File: src/rtl/ucie_sb_tx_serializer.sv
// ---------------------------------------------------------------------------
// ucie_sb_tx_serializer
//
// Turns parallel sideband packets into the source-synchronous SBTX_CLK /
// SBTX_DATA pair. clk runs at twice the sideband bit rate, so one UI is two
// clk cycles: phase 0 presents the bit with the clock low, phase 1 raises the
// clock with the data held. Every packet is followed by a gap of 2*GAP_UI
// clk cycles with clock and data low.
//
// Handshake: a packet is transferred when in_valid && in_ready at a clk
// posedge and flush is low. in_ready is a register equal to !buf_valid, so
// there is no same-cycle bypass; in_valid may be held while in_ready is low
// and in_data must stay stable until the transfer. A flush in the same cycle
// wins and the offered packet is not taken.
//
// Ports:
//   clk        core clock (2x sideband bit rate)
//   reset_n    asynchronous active-low reset
//   in_valid   upstream packet valid
//   in_ready   upstream ready (registered)
//   in_data    packet payload, bit 0 transmitted first
//   flush      synchronous abort of the shifting and the buffered packet
//   SBTX_CLK   serial sideband clock
//   SBTX_DATA  serial sideband data
//   busy       state != IDLE or the holding buffer is full
//   pkt_done   one-cycle pulse in the first gap cycle after a full packet
//   state_dbg  current FSM state (IDLE=0, SHIFT=1, GAP=2)
// ---------------------------------------------------------------------------
module ucie_sb_tx_serializer #(
   parameter int PKT_W  = 64,
   parameter int GAP_UI = 32
) (
   input  logic             clk,
   input  logic             reset_n,
   input  logic             in_valid,
   output logic             in_ready,
   input  logic [PKT_W-1:0] in_data,
   input  logic             flush,
   output logic             SBTX_CLK,
   output logic             SBTX_DATA,
   output logic             busy,
   output logic             pkt_done,
   output logic [1:0]       state_dbg
);

   localparam int BW = $clog2(PKT_W);
   localparam int GW = $clog2(2*GAP_UI+1);
   localparam logic [GW-1:0] GAP_LOAD = GW'(2*GAP_UI);
   localparam logic [BW-1:0] LAST_BIT = BW'(PKT_W-1);

   typedef enum logic [1:0] {
      IDLE  = 2'd0,
      SHIFT = 2'd1,
      GAP   = 2'd2
   } state_t;

   state_t           state;
   logic             buf_valid;
   logic [PKT_W-1:0] buf_data;
   logic [PKT_W-1:0] shift_q;
   logic [BW-1:0]    bit_cnt;
   logic [GW-1:0]    gap_cnt;
   logic             phase;
   logic             done_pend;

   logic accept;
   logic gap_last;
   logic load;
   logic buf_valid_nx;

   assign state_dbg = state;

   // Helper decodes shared by the buffer and the FSM. accept and load are
   // mutually exclusive because in_ready mirrors !buf_valid.
   always_comb begin
      accept       = in_valid && in_ready && !flush;
      gap_last     = (gap_cnt <= GW'(1));
      load         = 1'b0;
      buf_valid_nx = buf_valid;
      if (!flush && buf_valid &&
          ((state == IDLE) || ((state == GAP) && gap_last)))
         load = 1'b1;
      if (flush)
         buf_valid_nx = 1'b0;
      else if (accept)
         buf_valid_nx = 1'b1;
      else if (load)
         buf_valid_nx = 1'b0;
   end

   always_ff @(posedge clk or negedge reset_n) begin
      if (!reset_n) begin
         state     <= IDLE;
         buf_valid <= 1'b0;
         buf_data  <= '0;
         shift_q   <= '0;
         bit_cnt   <= '0;
         gap_cnt   <= '0;
         phase     <= 1'b0;
         done_pend <= 1'b0;
         in_ready  <= 1'b1;
         SBTX_CLK  <= 1'b0;
         SBTX_DATA <= 1'b0;
         busy      <= 1'b0;
         pkt_done  <= 1'b0;
      end else begin
         buf_valid <= buf_valid_nx;
         in_ready  <= !buf_valid_nx;
         if (accept)
            buf_data <= in_data;

         pkt_done  <= 1'b0;
         done_pend <= 1'b0;

         // Loading can happen from IDLE or at gap expiry; the outputs of
         // this edge are still the low idle/gap levels set below.
         if (load) begin
            shift_q <= buf_data;
            bit_cnt <= '0;
            phase   <= 1'b0;
            state   <= SHIFT;
         end

         case (state)
            IDLE: begin
               SBTX_CLK  <= 1'b0;
               SBTX_DATA <= 1'b0;
               busy      <= load || buf_valid_nx;
            end

            SHIFT: begin
               busy <= 1'b1;
               if (flush) begin
                  // Abort: drop the clock/data now and still honour a
                  // full gap before anything else may be sent.
                  SBTX_CLK  <= 1'b0;
                  SBTX_DATA <= 1'b0;
                  gap_cnt   <= GAP_LOAD;
                  state     <= GAP;
               end else if (!phase) begin
                  SBTX_CLK  <= 1'b0;
                  SBTX_DATA <= shift_q[0];
                  phase     <= 1'b1;
               end else begin
                  SBTX_CLK  <= 1'b1;
                  SBTX_DATA <= shift_q[0];
                  phase     <= 1'b0;
                  shift_q   <= shift_q >> 1;
                  if (bit_cnt == LAST_BIT) begin
                     gap_cnt   <= GAP_LOAD;
                     done_pend <= 1'b1;
                     state     <= GAP;
                  end else begin
                     bit_cnt <= bit_cnt + BW'(1);
                  end
               end
            end

            GAP: begin
               SBTX_CLK  <= 1'b0;
               SBTX_DATA <= 1'b0;
               // done_pend lands pkt_done in the first gap cycle only.
               pkt_done  <= done_pend;
               if (gap_last) begin
                  if (!load)
                     state <= IDLE;
                  busy <= load || buf_valid_nx;
               end else begin
                  gap_cnt <= gap_cnt - GW'(1);
                  busy    <= 1'b1;
               end
            end

            default: begin
               SBTX_CLK  <= 1'b0;
               SBTX_DATA <= 1'b0;
               busy      <= buf_valid_nx;
               state     <= IDLE;
            end
         endcase
      end
   end

endmodule

File: config.mk
export PLATFORM = sky130hd
export DESIGN_NAME = ucie_sb_tx_serializer
export DESIGN_NICKNAME = d
export VERILOG_FILES = /design/src/rtl/ucie_sb_tx_serializer.sv
export SDC_FILE = /design/constraint.sdc
export NUM_CORES = 1
export LEC_CHECK = 0
export CELL_PAD_IN_SITES_DETAIL_PLACEMENT = 2
export CELL_PAD_IN_SITES_GLOBAL_PLACEMENT = 2
export CORE_MARGIN = 8
export CORE_UTILIZATION = 30
export DETAILED_ROUTE_END_ITERATION = 8
export DONT_BUFFER_PORTS = 1
export PLACE_DENSITY = 0.68
export REMOVE_ABC_BUFFERS = 1
export SLEW_MARGIN = 10
export SYNTH_ARGS = -nofsm -noshare
export SYNTH_HDL_FRONTEND = slang
export SYNTH_SLANG_ARGS = --single-unit
File: constraint.sdc
create_clock -name clk -period 6 [get_ports clk]
set_input_delay 0.9 -clock clk [delete_from_list [all_inputs] [get_ports clk]]
set_output_delay 0.9 -clock clk [all_outputs]
set_load 0.005 [all_outputs]
==> results.toml, run 1 <==
[synth]
synth_top_area_share_pct = 56.0
synth_top_area_cell = "dfrtp_1"
synth.most_common_cell = "dfrtp_1"
synth_warnings = 0
synth_ff_type = "dfrtp_1"
netlist_area_um2 = 6710
ys_ff_latch = 151
async_reset_ff_share_pct = 100
yosys-top-cells-area = "dfrtp_1, mux2_2, a221o_1, and3_1, nor2b_1"
synth_common_cells = "dfrtp_1, and3_1, mux2_2, nor2b_1, a221o_1"
postSynthAreaPerCell_um2 = 12.5
synth_edf_count = 0
yosysUniqueCellTypes = 43
synth-seq-area-share_pct = 56.4
netlist_instances = 535

[cts]
clk_pin_slew_ps = 60
cts_tree = "done"
postCtsSetupRepairBufs = 0
h-tree-depth = 4
post_cts_resized = 0
clockBufferDepth = 2
cts_buffers = 17
postCtsHoldBufs = 0
cts_root_buffer = "clkbuf_16"
clock-sinks = 151
insertion_delay_ps = 430

[layout]
drive_gt1_share_pct = 19.9
layout.nets = 587
diodes = 0
design_area_um2 = 7490
fillers = 2286
area_growth_pct = 11.6

[pwr]
p_per_area_nw_per_um2 = 466
p_sw_share_pct = 28.7
power_frac_clock_pct = 31.6
seqPwrFrac_pct = 45.8
leakagePower_nw = 3.41
combPwrFrac_pct = 22.6
switchingPower_w = 0.00100
internal_power_w = 0.00249
ir_drop_mv = 0.171

[worst_setup_path]
worst_path_dominant_cell_family = "simple AND/OR/NAND/NOR gates"
end_kind = "flip-flop"
crit_top_cell = "buf_4"
cp-start-kind = "flip-flop"
crit_type = "flip-flop to flip-flop"
cp.required_ps = 6300
slowest_delay_ps = 720
cp_slowest_cell = "or4_1"
ff2ff_path_depth = 6
cp_cell_sequence = "or4_1 > o31ai_4 > buf_4 > nand2_2 > buf_4 > a221o_1"
crit_fanout = 65
cp.arrival_ps = 3610
critPathBufInv = 2
path_depth = 6

[detailed_routing]
vias = 4237
totalWireLength_mm = 16.3
wl_per_cell_um = 20.2
viasPerCell = 5.24
route.detailed.drc = 0
drt_iter0_markers = 239
firstDrtPassIters = 4
drtAntennaViolNets = 0

[status]
status = "completed"

[global_route]
antenna_found_initial = 1
grt-ovfl-total = 0
grt_pass1_wl_mm = 26.8
grt_pass1_vias = 4794
grt_max_degree = 152
grt_usage_pct = 12.5

[die]
rows = 54
core_um2 = 21900
die_area_um2 = 27400
ioPinCount = 75
chipWidth_um = 166
die_h_um = 166
initial_core_util_pct = 30.6

[timing]
tns_ps = 0
worstMarginPinSlew_ps = 921
grt_setup_unrepaired = "false"
relSlewSlack_pct = 38.6
clock_skew_ps = 13.1
min_period_ps = 3300
setup_violations = 0
fmax_mhz = 303
finalCritPeriodShare_pct = 55.1
hold_viol = 0
slew_viol_final = 0

[job]
timing.max_cap.violations = 0

[placed_design]
gp_congestion = 0.747
place_area_um2 = 6880
portBuffers = 0
hpwl_mm = 9.87

[min_path]
hp-class = "input port to async pin"
## per-stage QoR
step / cells / setup WS, ps / power, W / util (%) / hold slack [ps]
finish: 808 / 2700 / 0.00349 / 34.2 / 166
floorplan: 492 / 1910 / 0.00215 / - / 428
detailed placement: 777 / 2600 / 0.00240 / 31.4 / 480
global route: 808 / 2520 / 0.00370 / 34.2 / 142
global placement: 777 / 2810 / 0.00233 / 31.4 / 454
CTS: 808 / 2660 / 0.00355 / 34.2 / 149
## cell type report
type / count / area (µm²) / area share (%)
well taps: 280 / 350 / 4.68
flip-flops and latches: 151 / 3780 / 50.5
clock inverters: 7 / 119 / 1.59
repair buffers: 5 / 37.5 / 0.501
inverters: 5 / 23.8 / 0.318
clock buffers: 24 / 482 / 6.43
multi-input cells: 336 / 2690 / 36.0
## layer usage
metal,part of all wire (%),track usage [%],vias to the layer above
met5,0.074,0,-
met4,1.2,3.77,2
met3,4.8,4.12,19
met2,50,20.7,70
met1,44,15.3,2219
li1,-,-,1927
## power by group through the flow
stage | clock (W) | sequential, W | combinational, W
3_5_place_dp | 0 | 0.00161 | 0.000786
4_1_cts | 0.00114 | 0.00161 | 0.000803
2_1_floorplan | 0 | 0.00152 | 0.000637
5_1_grt | 0.00117 | 0.00165 | 0.000881
3_3_place_gp | 0 | 0.00159 | 0.000737
6_report | 0.00110 | 0.00160 | 0.000787
## worst paths after layout
check,startpoint,endpoint,slack (ps)
worst max-delay path,gap_cnt[5],shift_q[26],2700
worst min-delay path,reset_n,buf_data[19],170
worst max register to register,gap_cnt[5],shift_q[26],2700
worst min register to register,gap_cnt[5],gap_cnt[5],480
max in group asynchronous,reset_n,in_ready,5580
min in group clk,gap_cnt[5],gap_cnt[5],480
## cells by family after synthesis
| group | share of synthesized area [%] |
|---|---|
| AO/OA/AOI/OAI | 12.8 |
| XOR/XNOR | 0.523 |
| adder cells (fa/ha/maj) | 0.560 |
| buffers and inverters | 3.56 |
| flip-flops | 56.4 |
| multiplexers | 11.2 |
| AND/OR/NAND/NOR | 15.0 |
## placed cells by master, fill, tap and decap left out, drive strengths merged, types with 2 or more instances in the layout
| master | synthesis | final |
|---|---|---|
| a21oi | 5 | 5 |
| a221o | 63 | 63 |
| and2 | 2 | 2 |
| and3 | 65 | 65 |
| buf | 21 | 5 |
| bufinv | 0 | 3 |
| clkbuf | 22 | 24 |
| clkinv | 1 | 2 |
| clkinvlp | 0 | 2 |
| dfrtp | 150 | 150 |
| ha | 3 | 3 |
| inv | 4 | 5 |
| mux2 | 64 | 64 |
| mux2i | 3 | 3 |
| nand2 | 8 | 8 |
| nand2b | 3 | 3 |
| nand3 | 3 | 3 |
| nand3b | 3 | 3 |
| nand4 | 2 | 2 |
| nor2 | 11 | 11 |
| nor2b | 64 | 64 |
| nor3 | 2 | 2 |
| o211ai | 2 | 2 |
| o21ai | 10 | 10 |
| o22ai | 3 | 3 |
| o31ai | 2 | 2 |
| or3 | 2 | 2 |
| xor2 | 3 | 3 |
## state kept, by name (all words and copies together), names as in the netlist, 2 cells and up
register	flops
bit_cnt	6
gap_cnt	7
buf_data	64
shift_q	64
state_dbg	2
(Power assumes the default switching activity.)
==> inputs of run 2 (changes only) <==
Clock period 6 ns to 3.2 ns, I/O delays scaled along.
==> results.toml, run 2 (synthesized netlist as in run 1, its figures left out) <==
[cts]
cts_tree = "done"
h-tree-depth = 4
clockBufferDepth = 2
cts_buffers = 17
post_cts_resized = 0
clock-sinks = 151
cts_root_buffer = "clkbuf_16"
insertion_delay_ps = 420
postCtsSetupRepairBufs = 0
clk_pin_slew_ps = 60

[pwr]
ir_drop_mv = 0.302
leakagePower_nw = 3.42
p_per_area_nw_per_um2 = 861

[worst_setup_path]
crit_type = "flip-flop to flip-flop"
cp-start-kind = "flip-flop"
end_kind = "flip-flop"
rr_startpoint = "gap_cnt[4]"
cp-startpoint = "gap_cnt[4]"
critPathBufInv = 1
cp.arrival_ps = 2850
slowest_delay_ps = 690
cp.required_ps = 3490
cp_slowest_cell = "or4_1"
cp_cell_sequence = "or4_1 > o31ai_4 > nand2_2 > buf_12 > a221o_1"
worst_path_dominant_cell_family = "simple AND/OR/NAND/NOR gates"
crit_fanout = 44

[global_route]
grt_max_degree = 152
grt_pass1_wl_mm = 26.7
grt_usage_pct = 12.4
grt-ovfl-total = 0
grt_pass1_vias = 4916
antenna_found_initial = 1

[layout]
layoutNonFillerInstCount = 810
final_cell_mix = "dfrtp_1, and3_1, nor2b_1, mux2_2, a221o_1"
drive_gt1_share_pct = 20.8
reg.largest.list = "buf_data x64, shift_q x64, gap_cnt x7"
layout.nets = 588
fillers = 2301
final_common_cell = "dfrtp_1"
area_growth_pct = 11.8
design_area_um2 = 7500
diodes = 0

[placed_design]
portBuffers = 0
place_area_um2 = 6920
hpwl_mm = 9.72
place_inst = 778
place_ws_ps = 637
gp_congestion = 0.724

[timing]
setup_violations = 0
fmax_mhz = 391
relSlewSlack_pct = 39.6
clock_skew_ps = 7.81
hold_viol = 151
setup_slack_ps = 644
min_period_ps = 2560
hold_slack_ps = -247
slew_viol_final = 0
finalCritPeriodShare_pct = 79.9
grt_setup_unrepaired = "false"
worstMarginPinSlew_ps = 906

[die]
initial_core_util_pct = 30.6
chipWidth_um = 166
die_h_um = 166
rows = 54
die_area_um2 = 27400
ioPinCount = 75
core_um2 = 21900

[detailed_routing]
firstDrtPassIters = 4
viasPerCell = 5.27
drt_iter0_markers = 189
totalWireLength_mm = 16.1
wl_per_cell_um = 19.8
route.detailed.drc = 0
vias = 4270
drtAntennaViolNets = 0

[status]
violations = "hold timing"
status = "finished with violations"

[min_path]
hp-class = "input port to async pin"

[job]
timing.max_cap.violations = 0
==> run 2: cell types whose count changed in the layout (fill, tap and decap cells not counted), sizes merged <==
cell | before | now
clkinv | 2 | 7
inv | 5 | 6
bufinv | 3 | 2
buf | 5 | 6
clkbuf | 24 | 20
==> run 2: cell type report <==
cell class / instances / area [µm²] / area share, %
clock inverters: 12 / 126 / 1.69
well taps: 280 / 350 / 4.67
repair buffers: 6 / 70.1 / 0.934
multi-input cells: 336 / 2690 / 35.9
clock buffers: 20 / 457 / 6.09
inverters: 5 / 21.3 / 0.284
flip-flops and latches: 151 / 3780 / 50.4
==> run 2: power breakdown <==
group / switching [W] / leakage, nW / internal [W]
Combinational: 0.000667 / 1.29 / 0.000813
Sequential: 0.000413 / 1.85 / 0.00257
Clock: 0.000804 / 0.286 / 0.00119
==> run 2: metal layers <==
metal	GRT usage, %	share of wire [%]	up-vias
met5	0	0.12	-
met4	4.91	1.8	2
met3	3.27	4.1	27
met2	21.2	50	67
met1	14.5	44	2228
li1	-	-	1946
==> run 2: worst register-to-register path, cell delays in order, from the launching register on <==
cell	delay (ps)
dfrtp_1	400
or4_1	690
o31ai_4	320
nand2_2	330
buf_12	320
a221o_1	370
==> run 2: worst paths after layout <==
path                                to  slack, ps  cells past startpoint
max                        shift_q[39]        640                      5
min                        shift_q[13]       -250                      0
max reg2reg                shift_q[39]        640                      5
min reg2reg                   pkt_done        450                      1
max in group asynchronous  shift_q[57]       3210                      0
min in group clk           buf_data[9]        200                      1
==> run 2: stage by stage <==
stage / hold slack (ps) / setup TNS (ps) / power [W] / util, %
global route: -270 / 0 / 0.00685 / 34.3
CTS: -267 / 0 / 0.00658 / 34.3
detailed placement: 194 / 0 / 0.00451 / 31.6
floorplan: 184 / -28720 / 0.00404 / -
finish: -247 / 0 / 0.00646 / 34.3
global placement: 193 / 0 / 0.00436 / 31.6
==> inputs of run 3 (changes only) <==
Clock period 3.2 ns to 2.4 ns, I/O delays scaled along.
==> results.toml, run 3 (synthesized netlist as in run 1, its figures left out) <==
[status]
status = "finished with violations"
violations = "hold timing"

[worst_setup_path]
crit_fanout = 58
end_kind = "flip-flop"
slowest_delay_ps = 590
cp-start-kind = "flip-flop"
crit_type = "flip-flop to flip-flop"
cp_cell_sequence = "or4_1 > o31ai_4 > nand2_2 > buf_12 > a221o_1"
cp.arrival_ps = 2500
rr_startpoint = "gap_cnt[5]"
r2r_slack_ps = 200
cp_slowest_cell = "or4_1"
cp.required_ps = 2700
cp-startpoint = "gap_cnt[5]"

[cts]
postCtsSetupRepairBufs = 0
post_cts_resized = 0
h-tree-depth = 4
cts_buffers = 17
insertion_delay_ps = 420
cts_root_buffer = "clkbuf_16"
clockBufferDepth = 2
clock-sinks = 151
cts_tree = "done"
clk_pin_slew_ps = 60

[timing]
setup_slack_ps = 202
tns_ps = 0
hold_viol = 151
setup_violations = 0
fmax_mhz = 455
worstMarginPinSlew_ps = 588
slew_viol_final = 0
relSlewSlack_pct = 60.3
hold_slack_ps = -357
min_period_ps = 2200
clock_skew_ps = 14.2
finalCritPeriodShare_pct = 91.6
grt_setup_unrepaired = "false"

[pwr]
p_per_area_nw_per_um2 = 1170
ir_drop_mv = 0.483
leakagePower_nw = 3.49

[detailed_routing]
totalWireLength_mm = 16.1
drt_iter0_markers = 158
firstDrtPassIters = 5
wl_per_cell_um = 19.7
drtAntennaViolNets = 0
viasPerCell = 5.16
route.detailed.drc = 0
vias = 4228

[layout]
reg.largest.list = "buf_data x64, shift_q x64, gap_cnt x7"
diodes = 0
area_growth_pct = 14.0
final_cell_mix = "dfrtp_1, and3_1, nor2b_1, mux2_2, a221o_1"
drive_gt1_share_pct = 21.9
fillers = 2259
final_common_cell = "dfrtp_1"
layout.nets = 597

[global_route]
grt_pass1_wl_mm = 26.5
antenna_found_initial = 1
grt_max_degree = 152
grt_usage_pct = 12.3
grt-ovfl-total = 0
grt_pass1_vias = 4876

[placed_design]
place_ws_ps = 226
hpwl_mm = 10.1
portBuffers = 0
gp_congestion = 0.699

[die]
chipWidth_um = 166
initial_core_util_pct = 30.6
core_um2 = 21900
die_area_um2 = 27400
ioPinCount = 75
rows = 54
die_h_um = 166

[job]
timing.max_cap.violations = 0

[min_path]
hp-class = "input port to async pin"
## run 3: area by class of cell
cell class	count	area, µm²	share of cell area [%]
clock buffers	19	433	5.66
repair buffers	15	163	2.13
flip-flops and latches	151	3780	49.4
well taps	280	350	4.58
multi-input cells	336	2690	35.2
clock inverters	13	204	2.67
inverters	5	21.3	0.278
## run 3: worst paths after layout
path                            cells after the start      endpoint
worst min-delay path                                0   shift_q[14]
worst max-delay path                                5   shift_q[37]
worst max register to register                      5   shift_q[37]
max in group asynchronous                           0  buf_data[37]
worst min register to register                      1      pkt_done
min in group clk                                    1  buf_data[24]
## run 3: through the flow
stage | power, W | instances | instance area, µm² | util, % | hold WS, ps
after floorplan | 0.00538 | 492 | 6480 | - | 64.4
after global placement | 0.00590 | 787 | 7010 | 32.0 | 72.9
after detailed placement | 0.00609 | 787 | 7010 | 32.0 | 72.9
after CTS | 0.00913 | 819 | 7640 | 34.9 | -385
after global routing | 0.00954 | 819 | 7640 | 34.9 | -391
final | 0.00898 | 819 | 7640 | 34.9 | -357
## run 3: power breakdown
group	switching [W]	total (W)	internal, W
sequential	0.000522	0.00395	0.00343
clock	0.00109	0.00293	0.00184
combinational	0.000945	0.00209	0.00115
total	0.00256	0.00898	0.00642
## run 3: critical path: cells and delay by family, from the launching register on
| family | cells | cell delay (ps) |
|---|---|---|
| AND/OR/NAND/NOR | 2 | 710 |
| buffers and inverters | 1 | 200 |
| AO/OA/AOI/OAI | 2 | 720 |
| flip-flops | 1 | 390 |
## run 3: routing by layer
| layer | GRT usage [%] | part of all wire [%] |
|---|---|---|
| met2 | 20.2 | 49 |
| met4 | 3.86 | 1.1 |
| met3 | 4.16 | 5.0 |
| met5 | 0 | 0.068 |
| met1 | 15.1 | 45 |
